### src/rtl/dcache_wt.sv
// -----------------------------------------------------------------------------
// dcache_wt -- direct-mapped, write-through, no-write-allocate L1 data cache.
//
// Sits between the pipeline memory stage (responder side, req_*/resp_*) and a
// slower backing memory reached over a valid/ready bus (initiator side, mem_*).
// One-word lines. Load hits answer on the following cycle without stalling.
// Load misses and all stores hold `stall` high until the backing transaction
// completes, then return a single-cycle resp_valid pulse.
//
// Ports:
//   clk, rst        clock, asynchronous active-high reset
//   req_valid       core request present
//   req_we          1 = store, 0 = load
//   req_addr        byte address
//   req_wdata       store data, LSB-aligned
//   req_funct3      RV32I load/store funct3 (size and sign)
//   stall           core must hold the request and freeze
//   resp_valid      load data valid / store complete (one-cycle pulse)
//   resp_rdata      size/sign-extended load result (0 for stores)
//   mem_req_valid   backing request present
//   mem_req_ready   backing accepts the request
//   mem_req_we      backing write
//   mem_req_addr    word-aligned backing address
//   mem_req_wdata   lane-aligned store data
//   mem_req_be      byte enables
//   mem_resp_valid  backing read data valid
//   mem_resp_rdata  backing read word
//
// Optional feature (macro DCACHE_STATS_EN):
//   hit_count, miss_count  saturating 32-bit load hit / load miss counters.
//
// Lane and byte-enable logic assumes a 32-bit data path (4 byte lanes).
// -----------------------------------------------------------------------------
module dcache_wt #(
  parameter int DATA_WIDTH = 32,
  parameter int INDEX_BITS = 6,
  parameter int TAG_BITS   = DATA_WIDTH - INDEX_BITS - 2
) (
  input  logic                  clk,
  input  logic                  rst,
  input  logic                  req_valid,
  input  logic                  req_we,
  input  logic [DATA_WIDTH-1:0] req_addr,
  input  logic [DATA_WIDTH-1:0] req_wdata,
  input  logic [2:0]            req_funct3,
  output logic                  stall,
  output logic                  resp_valid,
  output logic [DATA_WIDTH-1:0] resp_rdata,
  output logic                  mem_req_valid,
  input  logic                  mem_req_ready,
  output logic                  mem_req_we,
  output logic [DATA_WIDTH-1:0] mem_req_addr,
  output logic [DATA_WIDTH-1:0] mem_req_wdata,
  output logic [3:0]            mem_req_be,
  input  logic                  mem_resp_valid,
  input  logic [DATA_WIDTH-1:0] mem_resp_rdata
`ifdef DCACHE_STATS_EN
  ,
  output logic [31:0]           hit_count,
  output logic [31:0]           miss_count
`endif
);

  localparam int LINES = 1 << INDEX_BITS;

  typedef enum logic [2:0] {
    IDLE,
    MISS_REQ,
    MISS_WAIT,
    WR_REQ,
    RESP
  } state_t;

  // ---------------------------------------------------------------------------
  // Size / lane helpers
  // ---------------------------------------------------------------------------
  function automatic logic [DATA_WIDTH-1:0] load_ext(
    input logic [DATA_WIDTH-1:0] word,
    input logic [1:0]            off,
    input logic [2:0]            f3
  );
    logic [7:0]  b;
    logic [15:0] h;
    b = word[{off, 3'b000} +: 8];
    h = off[1] ? word[31:16] : word[15:0];
    case (f3)
      3'b000:  load_ext = {{(DATA_WIDTH-8){b[7]}}, b};
      3'b001:  load_ext = {{(DATA_WIDTH-16){h[15]}}, h};
      3'b100:  load_ext = {{(DATA_WIDTH-8){1'b0}}, b};
      3'b101:  load_ext = {{(DATA_WIDTH-16){1'b0}}, h};
      default: load_ext = word;
    endcase
  endfunction

  function automatic logic [3:0] store_be(input logic [1:0] off, input logic [2:0] f3);
    case (f3)
      3'b000:  store_be = 4'b0001 << off;
      3'b001:  store_be = off[1] ? 4'b1100 : 4'b0011;
      default: store_be = 4'b1111;
    endcase
  endfunction

  // Replicate narrow store data into every lane so the byte enables alone
  // select which bytes land.
  function automatic logic [DATA_WIDTH-1:0] store_lanes(
    input logic [DATA_WIDTH-1:0] wd,
    input logic [2:0]            f3
  );
    case (f3)
      3'b000:  store_lanes = {4{wd[7:0]}};
      3'b001:  store_lanes = {2{wd[15:0]}};
      default: store_lanes = wd;
    endcase
  endfunction

  function automatic logic [DATA_WIDTH-1:0] merge_bytes(
    input logic [DATA_WIDTH-1:0] old_word,
    input logic [DATA_WIDTH-1:0] lanes,
    input logic [3:0]            be
  );
    merge_bytes = old_word;
    for (int i = 0; i < 4; i++) begin
      if (be[i]) merge_bytes[8*i +: 8] = lanes[8*i +: 8];
    end
  endfunction

  // ---------------------------------------------------------------------------
  // Storage
  // ---------------------------------------------------------------------------
  state_t                  state;
  logic [LINES-1:0]        valid_q;
  logic [TAG_BITS-1:0]     tag_mem  [LINES];
  logic [DATA_WIDTH-1:0]   data_mem [LINES];

  // Captured request, used by every non-IDLE state.
  logic                    cap_we;
  logic [DATA_WIDTH-1:0]   cap_addr;
  logic [DATA_WIDTH-1:0]   cap_wdata;
  logic [2:0]              cap_funct3;

  // ---------------------------------------------------------------------------
  // Lookup
  // ---------------------------------------------------------------------------
  logic [INDEX_BITS-1:0]   req_index;
  logic [TAG_BITS-1:0]     req_tag;
  logic [INDEX_BITS-1:0]   cap_index;
  logic [TAG_BITS-1:0]     cap_tag;
  logic                    hit;
  logic                    fill_en;
  logic                    store_hit_en;
  logic [DATA_WIDTH-1:0]   merged_word;

  assign req_index = req_addr[INDEX_BITS+1:2];
  assign req_tag   = req_addr[DATA_WIDTH-1:INDEX_BITS+2];
  assign cap_index = cap_addr[INDEX_BITS+1:2];
  assign cap_tag   = cap_addr[DATA_WIDTH-1:INDEX_BITS+2];
  assign hit       = valid_q[req_index] && (tag_mem[req_index] == req_tag);

  // A late mem_resp_valid outside MISS_WAIT must never touch the arrays.
  assign fill_en      = (state == MISS_WAIT) && mem_resp_valid;
  assign store_hit_en = (state == IDLE) && req_valid && req_we && hit;
  assign merged_word  = merge_bytes(data_mem[req_index],
                                    store_lanes(req_wdata, req_funct3),
                                    store_be(req_addr[1:0], req_funct3));

  // NOTE: tag/data arrays carry no reset -- the valid bits alone decide
  // whether their contents mean anything, and a reset here would prevent RAM
  // inference.
  always_ff @(posedge clk) begin
    if (fill_en) begin
      data_mem[cap_index] <= mem_resp_rdata;
      tag_mem[cap_index]  <= cap_tag;
    end else if (store_hit_en) begin
      data_mem[req_index] <= merged_word;
    end
  end

  // ---------------------------------------------------------------------------
  // Bus-facing outputs decoded from the registered state
  // ---------------------------------------------------------------------------
  // NOTE: every output gets a default before the case so no path can leave
  // one unassigned and infer a latch.
  always_comb begin
    stall         = 1'b0;
    mem_req_valid = 1'b0;
    mem_req_we    = 1'b0;
    mem_req_be    = 4'b0000;
    mem_req_addr  = {cap_addr[DATA_WIDTH-1:2], 2'b00};
    mem_req_wdata = store_lanes(cap_wdata, cap_funct3);
    case (state)
      // Reset forces IDLE; gating with rst keeps stall low even if the core
      // is still presenting a request while reset is asserted.
      IDLE:      stall = !rst && req_valid && (req_we || !hit);
      MISS_REQ: begin
        stall         = 1'b1;
        mem_req_valid = 1'b1;
        mem_req_be    = 4'b1111;
      end
      MISS_WAIT: stall = 1'b1;
      WR_REQ: begin
        stall         = 1'b1;
        mem_req_valid = 1'b1;
        mem_req_we    = 1'b1;
        mem_req_be    = store_be(cap_addr[1:0], cap_funct3);
      end
      default:   stall = 1'b0;
    endcase
  end

  // ---------------------------------------------------------------------------
  // Control FSM, valid bits, response and statistics registers
  // ---------------------------------------------------------------------------
  // NOTE: all state below uses non-blocking assignments so every register
  // samples pre-edge values regardless of statement order.
  always_ff @(posedge clk or posedge rst) begin
    if (rst) begin
      state      <= IDLE;
      valid_q    <= '0;
      resp_valid <= 1'b0;
      resp_rdata <= '0;
      cap_we     <= 1'b0;
      cap_addr   <= '0;
      cap_wdata  <= '0;
      cap_funct3 <= 3'b000;
`ifdef DCACHE_STATS_EN
      hit_count  <= '0;
      miss_count <= '0;
`endif
    end else begin
      resp_valid <= 1'b0;
      case (state)
        IDLE: begin
          if (req_valid) begin
            if (req_we || !hit) begin
              cap_we     <= req_we;
              cap_addr   <= req_addr;
              cap_wdata  <= req_wdata;
              cap_funct3 <= req_funct3;
              state      <= req_we ? WR_REQ : MISS_REQ;
`ifdef DCACHE_STATS_EN
              if (!req_we && miss_count != 32'hFFFF_FFFF) miss_count <= miss_count + 32'd1;
`endif
            end else begin
              resp_valid <= 1'b1;
              resp_rdata <= load_ext(data_mem[req_index], req_addr[1:0], req_funct3);
`ifdef DCACHE_STATS_EN
              if (hit_count != 32'hFFFF_FFFF) hit_count <= hit_count + 32'd1;
`endif
            end
          end
        end
        MISS_REQ: begin
          if (mem_req_ready) state <= MISS_WAIT;
        end
        MISS_WAIT: begin
          if (mem_resp_valid) begin
            valid_q[cap_index] <= 1'b1;
            resp_valid         <= 1'b1;
            resp_rdata         <= load_ext(mem_resp_rdata, cap_addr[1:0], cap_funct3);
            state              <= RESP;
          end
        end
        WR_REQ: begin
          if (mem_req_ready) begin
            resp_valid <= 1'b1;
            resp_rdata <= '0;
            state      <= RESP;
          end
        end
        RESP:    state <= IDLE;
        default: state <= IDLE;
      endcase
    end
  end

  // cap_we is kept for debug visibility of the in-flight request type.
  logic unused_cap_we;
  assign unused_cap_we = cap_we;

endmodule

### config.mk
export PLATFORM = sky130hd
export DESIGN_NAME = dcache_wt
export DESIGN_NICKNAME = d
export VERILOG_FILES = /design/src/rtl/dcache_wt.sv
export SDC_FILE = /design/constraint.sdc
export NUM_CORES = 2
export LEC_CHECK = 0
export BUFFER_PORTS_ARGS = -buffer_cell sky130_fd_sc_hd__buf_2
export CORE_UTILIZATION = 64
export DETAILED_ROUTE_END_ITERATION = 6
export PLACE_DENSITY = 0.91
export SLEW_MARGIN = 20
export SYNTH_ARGS = -nofsm -noshare
export SYNTH_HDL_FRONTEND = slang
export SYNTH_SLANG_ARGS = --single-unit
### constraint.sdc
create_clock -name clk -period 13.8 [get_ports clk]
set_input_delay 3.45 -clock clk [delete_from_list [all_inputs] [get_ports clk]]
set_output_delay 3.45 -clock clk [all_outputs]
set_load 0.05 [all_outputs]
==> run summary, run 1 <==
Placement
• 0.9714 — routability congestion estimate
• 206 — Port Buffer Count
• 270700 µm — dpl hpwl

Logic synthesis
• 4.452% — async set-or-reset flop fraction in the synthesized netlist
• 2.752% — Synth Area in Simple Gates
• edfxtp_1 — cell accounting for the most synthesized area
• 72.80% — fraction of synthesized cell area taken by the top area cell type
• 15.39% — multiplexer fraction of the synthesized cell area
• 4.213% — share of the synthesized area in compound gates (AO/OA/AOI/OAI)
• edfxtp_1, mux4_2, mux2i_1 — cell types with the largest area share after synthesis
• multiplexers — main combinational cell family by area after synthesis
• 3584 — EDFF count, synth
• 79 — Distinct cells, synth
• 0% — Adder-Cell Fraction of Synth Area
• 0.1478 mm² — mapped cell area
• 7388 — synthesized netlist cell count
• edfxtp_1 — ys flop type
• 0 — Synth Warn #
• 75.62% — share of the yosys chip area belonging to registers
• 0.1718% — post-synthesis xor/xnor area fraction
• 3751 — number of synthesized register bits
• 20.01 µm² — average cell area after synthesis

Run status
• global routing (5_1_grt) — stage where the flow stopped
• did not finish — outcome
• [ERROR GRT-0228] Horizontal edge usage exceeds the maximum allowed. (58, 13) usage=65535 limit=3200 — Error

Clock tree
• 3751 — total clock sinks
• 347 — cts bufs inserted
• 0 — post-CTS sizing
• 0 — setup bufs post-CTS
• 5 — number of H-tree levels
• clkbuf_16 — Root Buffer Master
• 0 — Post-CTS Hold Buffers
• 4 — maximum buffer depth of the clock tree

Floorplan
• 209 — number of placed I/O pins
• 64.31% — starting density of the core
• 176 — total number of placement rows
• 482.6 µm — die span in y
• 482.6 µm — Die X-Extent

GRT
• 117 — maximum number of pins on one net before global-route repair
• 104 — antenna violations before repair

cell usage after synthesis (all sizes together), types with 11 or more instances:
cell type	count
a21oi	119
a221oi	48
a22o	18
a22oi	313
a31oi	29
a32oi	11
and2	19
and3	16
buf	300
clkbuf	179
dfrtp	167
edfxtp	3584
inv	25
mux2	164
mux2i	486
mux4	711
nand2	285
nand2b	35
nand3	114
nand4	27
nor2	165
nor2b	50
nor3	11
nor4	14
o211ai	22
o21ai	98
o221ai	37
o22ai	122
or2	71
xnor2	16
xor2	13
kinds of logic after synthesis:
kind of cell / count (synthesis)
multiplexers: 1361
AND/OR/NAND/NOR: 845
XOR/XNOR: 29
flip-flops: 3751
AO/OA/AOI/OAI: 896
buffers and inverters: 505
other: 1
stage by stage:
stage          util (%)  instance area (µm²)  hold slack [ns]  worst slack [ns]  cells
3_3_place_gp      66.97               154000           0.4455             1.638  10426
2_1_floorplan         -               147800           0.4337             2.685   7389
3_5_place_dp      67.05               154200           0.4489             1.462  10434
4_1_cts           71.94               165400           0.4726             1.136  11046
==> inputs of run 2 (changes only) <==
--- a/config.mk
+++ b/config.mk
@@ -6,9 +6,9 @@
 export NUM_CORES = 2
 export LEC_CHECK = 0
 export BUFFER_PORTS_ARGS = -buffer_cell sky130_fd_sc_hd__buf_2
-export CORE_UTILIZATION = 64
+export CORE_UTILIZATION = 40
 export DETAILED_ROUTE_END_ITERATION = 6
-export PLACE_DENSITY = 0.91
+export PLACE_DENSITY_LB_ADDON = 0.15
 export SLEW_MARGIN = 20
 export SYNTH_ARGS = -nofsm -noshare
 export SYNTH_HDL_FRONTEND = slang
==> run summary, run 2 <==
Clock tree
• 0 — post-CTS sizing, unchanged
• clkbuf_16 — Root Buffer Master
• 0 — setup bufs post-CTS, unchanged
• 4 — maximum buffer depth of the clock tree, unchanged
• 0 — Post-CTS Hold Buffers, unchanged
• 5 — number of H-tree levels, unchanged
• 1.00 ns — clock latency on the worst-skew pair
• 0.06 ns — clock-pin slew on the worst setup and hold paths
• 400 — cts bufs inserted, +15%
• 3751 — total clock sinks, unchanged
• done — clock tree from TritonCTS

Worst hold path
• reg -> reg — Hold/Removal Path Class

GRT
• 694500 µm — wire length of the first global-routing pass
• 84 — maximum number of pins on one net before global-route repair
• 27.32% — Overall Global Routing Usage
• 0 — total gr overflow
• 33 — antenna violations before repair
• 79518 — via count of the first global-routing pass

Routing
• 514900 µm — wire length reported by the detailed router
• 10850 — number of violations reported at the end of detailed-routing iteration 0
• 39.42 µm — detail-routed net length per standard cell
• 6.177 — detail-routed via count per cell
• 6 — Pre-antenna DRT Iters
• 80689 — via count
• 0 — remaining number of nets flagged by the antenna check after routing
• 0 — DRC violation count after routing

Floorplan
• 40.32% — starting density of the core, -24 points
• 209 — number of placed I/O pins, unchanged
• 609.9 µm — Die X-Extent, +26%
• 609.9 µm — die span in y, +26%
• 222 — total number of placement rows, +26%
• 0.3667 mm² — Floorplan Core Area
• 0.3720 mm² — DIE AREA

Placement
• 0.1569 mm² — Post-DP Area, +1.8%
• 0.9375 — routability congestion estimate, -3.5%
• 1.207 ns — worst slack after detailed placement, -0.2558 ns
• 206 — Port Buffer Count, unchanged
• 314200 µm — dpl hpwl, +16%

Critical path
• 10.35 ns — required time of the critical path
• 9.16 ns — Crit path arrival time
• buf_12 -> buf_12 -> nor2b_4 -> buf_4 -> buf_4 -> a221oi_1 -> nand2_1 -> a21boi_0 -> a21oi_1 -> nor3b_1 -> a31oi_1 -> or4_1 -> or4_1 -> o21a_4 -> o2bb2ai_1 -> buf_2 — worst path cell trace
• primary output — category of the worst setup path capture point
• in -> out — path type of the worst setup path
• primary input — CP Launch Type
• 41 — Max FO, Critical Path
• 0.76 ns — Crit path largest cell delay
• nor3b_1 — slowest stage cell on the critical path
• 5 — critical path buffer and inverter count
• simple AND/OR/NAND/NOR gates — family of cells with the greatest summed delay on the critical path

Timing
• 0 — number of max-slew violations in the final report
• 0 — final hold violation count
• 0.07933 GHz — highest attainable clock frequency
• 0.06625 ns — Clock Skews
• 91.34% — final critical-path share of the clock period
• 12.61 ns — min cycle time layout
• 1.250 ns — transition time at the pin with the least slew margin
• false — RSZ-0062 raised after global routing
• 1.195 ns — worst setup slack after layout
• 0 — number of failing setup endpoints in the final timing report
• 16.27% — normalized max-slew margin
• 0 ns — Sum Neg Setup Slack

Logic synthesis
• edfxtp_1 — cell accounting for the most synthesized area
• 3584 — EDFF count, synth, unchanged
• 72.80% — fraction of synthesized cell area taken by the top area cell type, unchanged
• 4.213% — share of the synthesized area in compound gates (AO/OA/AOI/OAI), unchanged
• edfxtp_1, mux4_2, mux2i_1, a22oi_1, nand2_1 — leading cell types by count after synthesis
• 0.1718% — post-synthesis xor/xnor area fraction, unchanged
• edfxtp_1 — leading cell type by number of instances after synthesis
• 0.1478 mm² — mapped cell area, unchanged
• 4.452% — async set-or-reset flop fraction in the synthesized netlist, unchanged
• edfxtp_1 — ys flop type
• 75.62% — share of the yosys chip area belonging to registers, unchanged
• edfxtp_1, mux4_2, mux2i_1 — cell types with the largest area share after synthesis
• 2.752% — Synth Area in Simple Gates, unchanged
• 3751 — number of synthesized register bits, unchanged
• 15.39% — multiplexer fraction of the synthesized cell area, unchanged
• 0 — Synth Warn #, unchanged
• 0% — Adder-Cell Fraction of Synth Area, unchanged
• 7388 — synthesized netlist cell count, unchanged
• 79 — Distinct cells, synth, unchanged
• 20.01 µm² — average cell area after synthesis, unchanged
• multiplexers — main combinational cell family by area after synthesis

Layout
• 0.03509 mm² — footprint of the multi-input gates
• 15.17% — signed area change from the synthesized netlist to the final layout
• 30827 — FILL cells
• edfxtp_1 — most common cell after layout, fill and taps aside
• 28.13% — fraction of final layout cells sized beyond drive strength 1
• 0.1118 mm² — total area of sequential cells
• data_mem: 2048 flops, tag_mem: 1536 flops, valid_q: 64 flops — biggest registers after layout
• edfxtp_1, mux4_2, mux2i_1 — highest-count cells in the layout ignoring fill and taps
• 7979 — number of nets in the layout
• data_mem — Biggest register
• 2048 — flip-flop count of the largest register after layout
• 0.1703 mm² — area of all placed cells without fillers

Run status
• finished clean — outcome

Pwr
• 48.2% — sequential share of power
• 14.1% — combinational group share of total power
• 37.7% — clock network fraction of design power
• 27.62% — fraction of power spent switching nets
• 20.70 mW — P_int
• 7.898 mW — switching power total
• 168.0 mW/mm² — cell area power density
• 55.12 nW — static leakage
• 0.0001386 V — largest voltage drop on the vdd net

Flow run
• 0 — count of maximum capacitance violations

## run 2: cell counts after synthesis
Identical to the previous run, type by type.
## run 2: worst register-to-register path: stages, from the launching register on
cell and delay, ns:
edfxtp_1 0.36, mux2i_1 0.08, a221oi_1 0.75, a211oi_1 0.19, or3_1 0.40, a311oi_1 0.55
xnor2_1 0.19, o21ai_0 0.12, or4_1 0.64, or4_1 0.71, buf_4 0.28, or2_2 0.31
buf_4 0.33, o22ai_4 0.96, buf_4 0.53
## run 2: final timing paths
check / start / endpoint / slack [ns] / cells past startpoint
max in group asynchronous: rst / valid_q[36]$_DFFE_PP0P_ / 9.49 / 4
min: valid_q[39]$_DFFE_PP0P_ / valid_q[39]$_DFFE_PP0P_ / 0.46 / 1
min reg2reg: valid_q[39]$_DFFE_PP0P_ / valid_q[39]$_DFFE_PP0P_ / 0.46 / 1
min in group asynchronous: rst / cap_wdata[16]$_DFFE_PP0P_ / 2.81 / 3
max reg2reg: tag_mem[53][2]$_DFFE_PP_ / data_mem[20][5]$_DFFE_PP_ / 6.95 / 14
max: req_addr[2] / stall / 1.19 / 16
## run 2: metal layers
| layer | global-route usage, % | routed length, µm | vias up |
|---|---|---|---|
| li1 | - | - | 31687 |
| met1 | 35.67 | 197600 | 43726 |
| met2 | 44.22 | 245300 | 4271 |
| met3 | 5.073 | 42670 | 1001 |
| met4 | 13.21 | 29280 | 4 |
| met5 | 0 | 19 | - |
## run 2: kinds of logic (layout without fill, tap and decap cells)
family | Yosys count | count (layout)
other | 1 | 34
xor gates and xnor gates | 29 | 29
buffers and inverters | 505 | 1330
and+or+nand+nor | 845 | 845
muxes | 1361 | 1361
AOI/OAI and AO/OA | 896 | 896
DFF | 3751 | 3751
## run 2: cell type report
| type | instances | share of cell area [%] |
|---|---|---|
| well taps | 4816 | 3.539 |
| multi-input cells | 3133 | 20.61 |
| clock inverters | 210 | 1.273 |
| flip-flops and latches | 3751 | 65.69 |
| inverters | 26 | 0.06246 |
| clock buffers | 532 | 6.417 |
| diodes | 32 | 0.04703 |
| repair buffers | 562 | 2.366 |
## run 2: power groups by stage
stage | clock network (mW) | logic [mW] | registers (mW)
global route | 11.3 | 4.14 | 13.8
global placement | 0 | 3.91 | 14.0
finish | 10.8 | 4.02 | 13.8
detailed placement | 0 | 3.98 | 14.0
CTS | 10.9 | 3.99 | 13.8
floorplan | 0 | 1.92 | 14.3
## run 2: through the flow
stage	hold slack (ns)	cells	total power [mW]	utilization (%)
floorplan	0.4337	7389	16.26	-
global placement	0.4449	12281	17.92	42.78
detailed placement	0.4494	12284	18.02	42.80
CTS	0.4627	13026	28.70	46.38
global route	0.4824	13048	29.29	46.43
finish	0.4606	13062	28.60	46.44
Note: power is estimated with default switching activity, not from simulation.
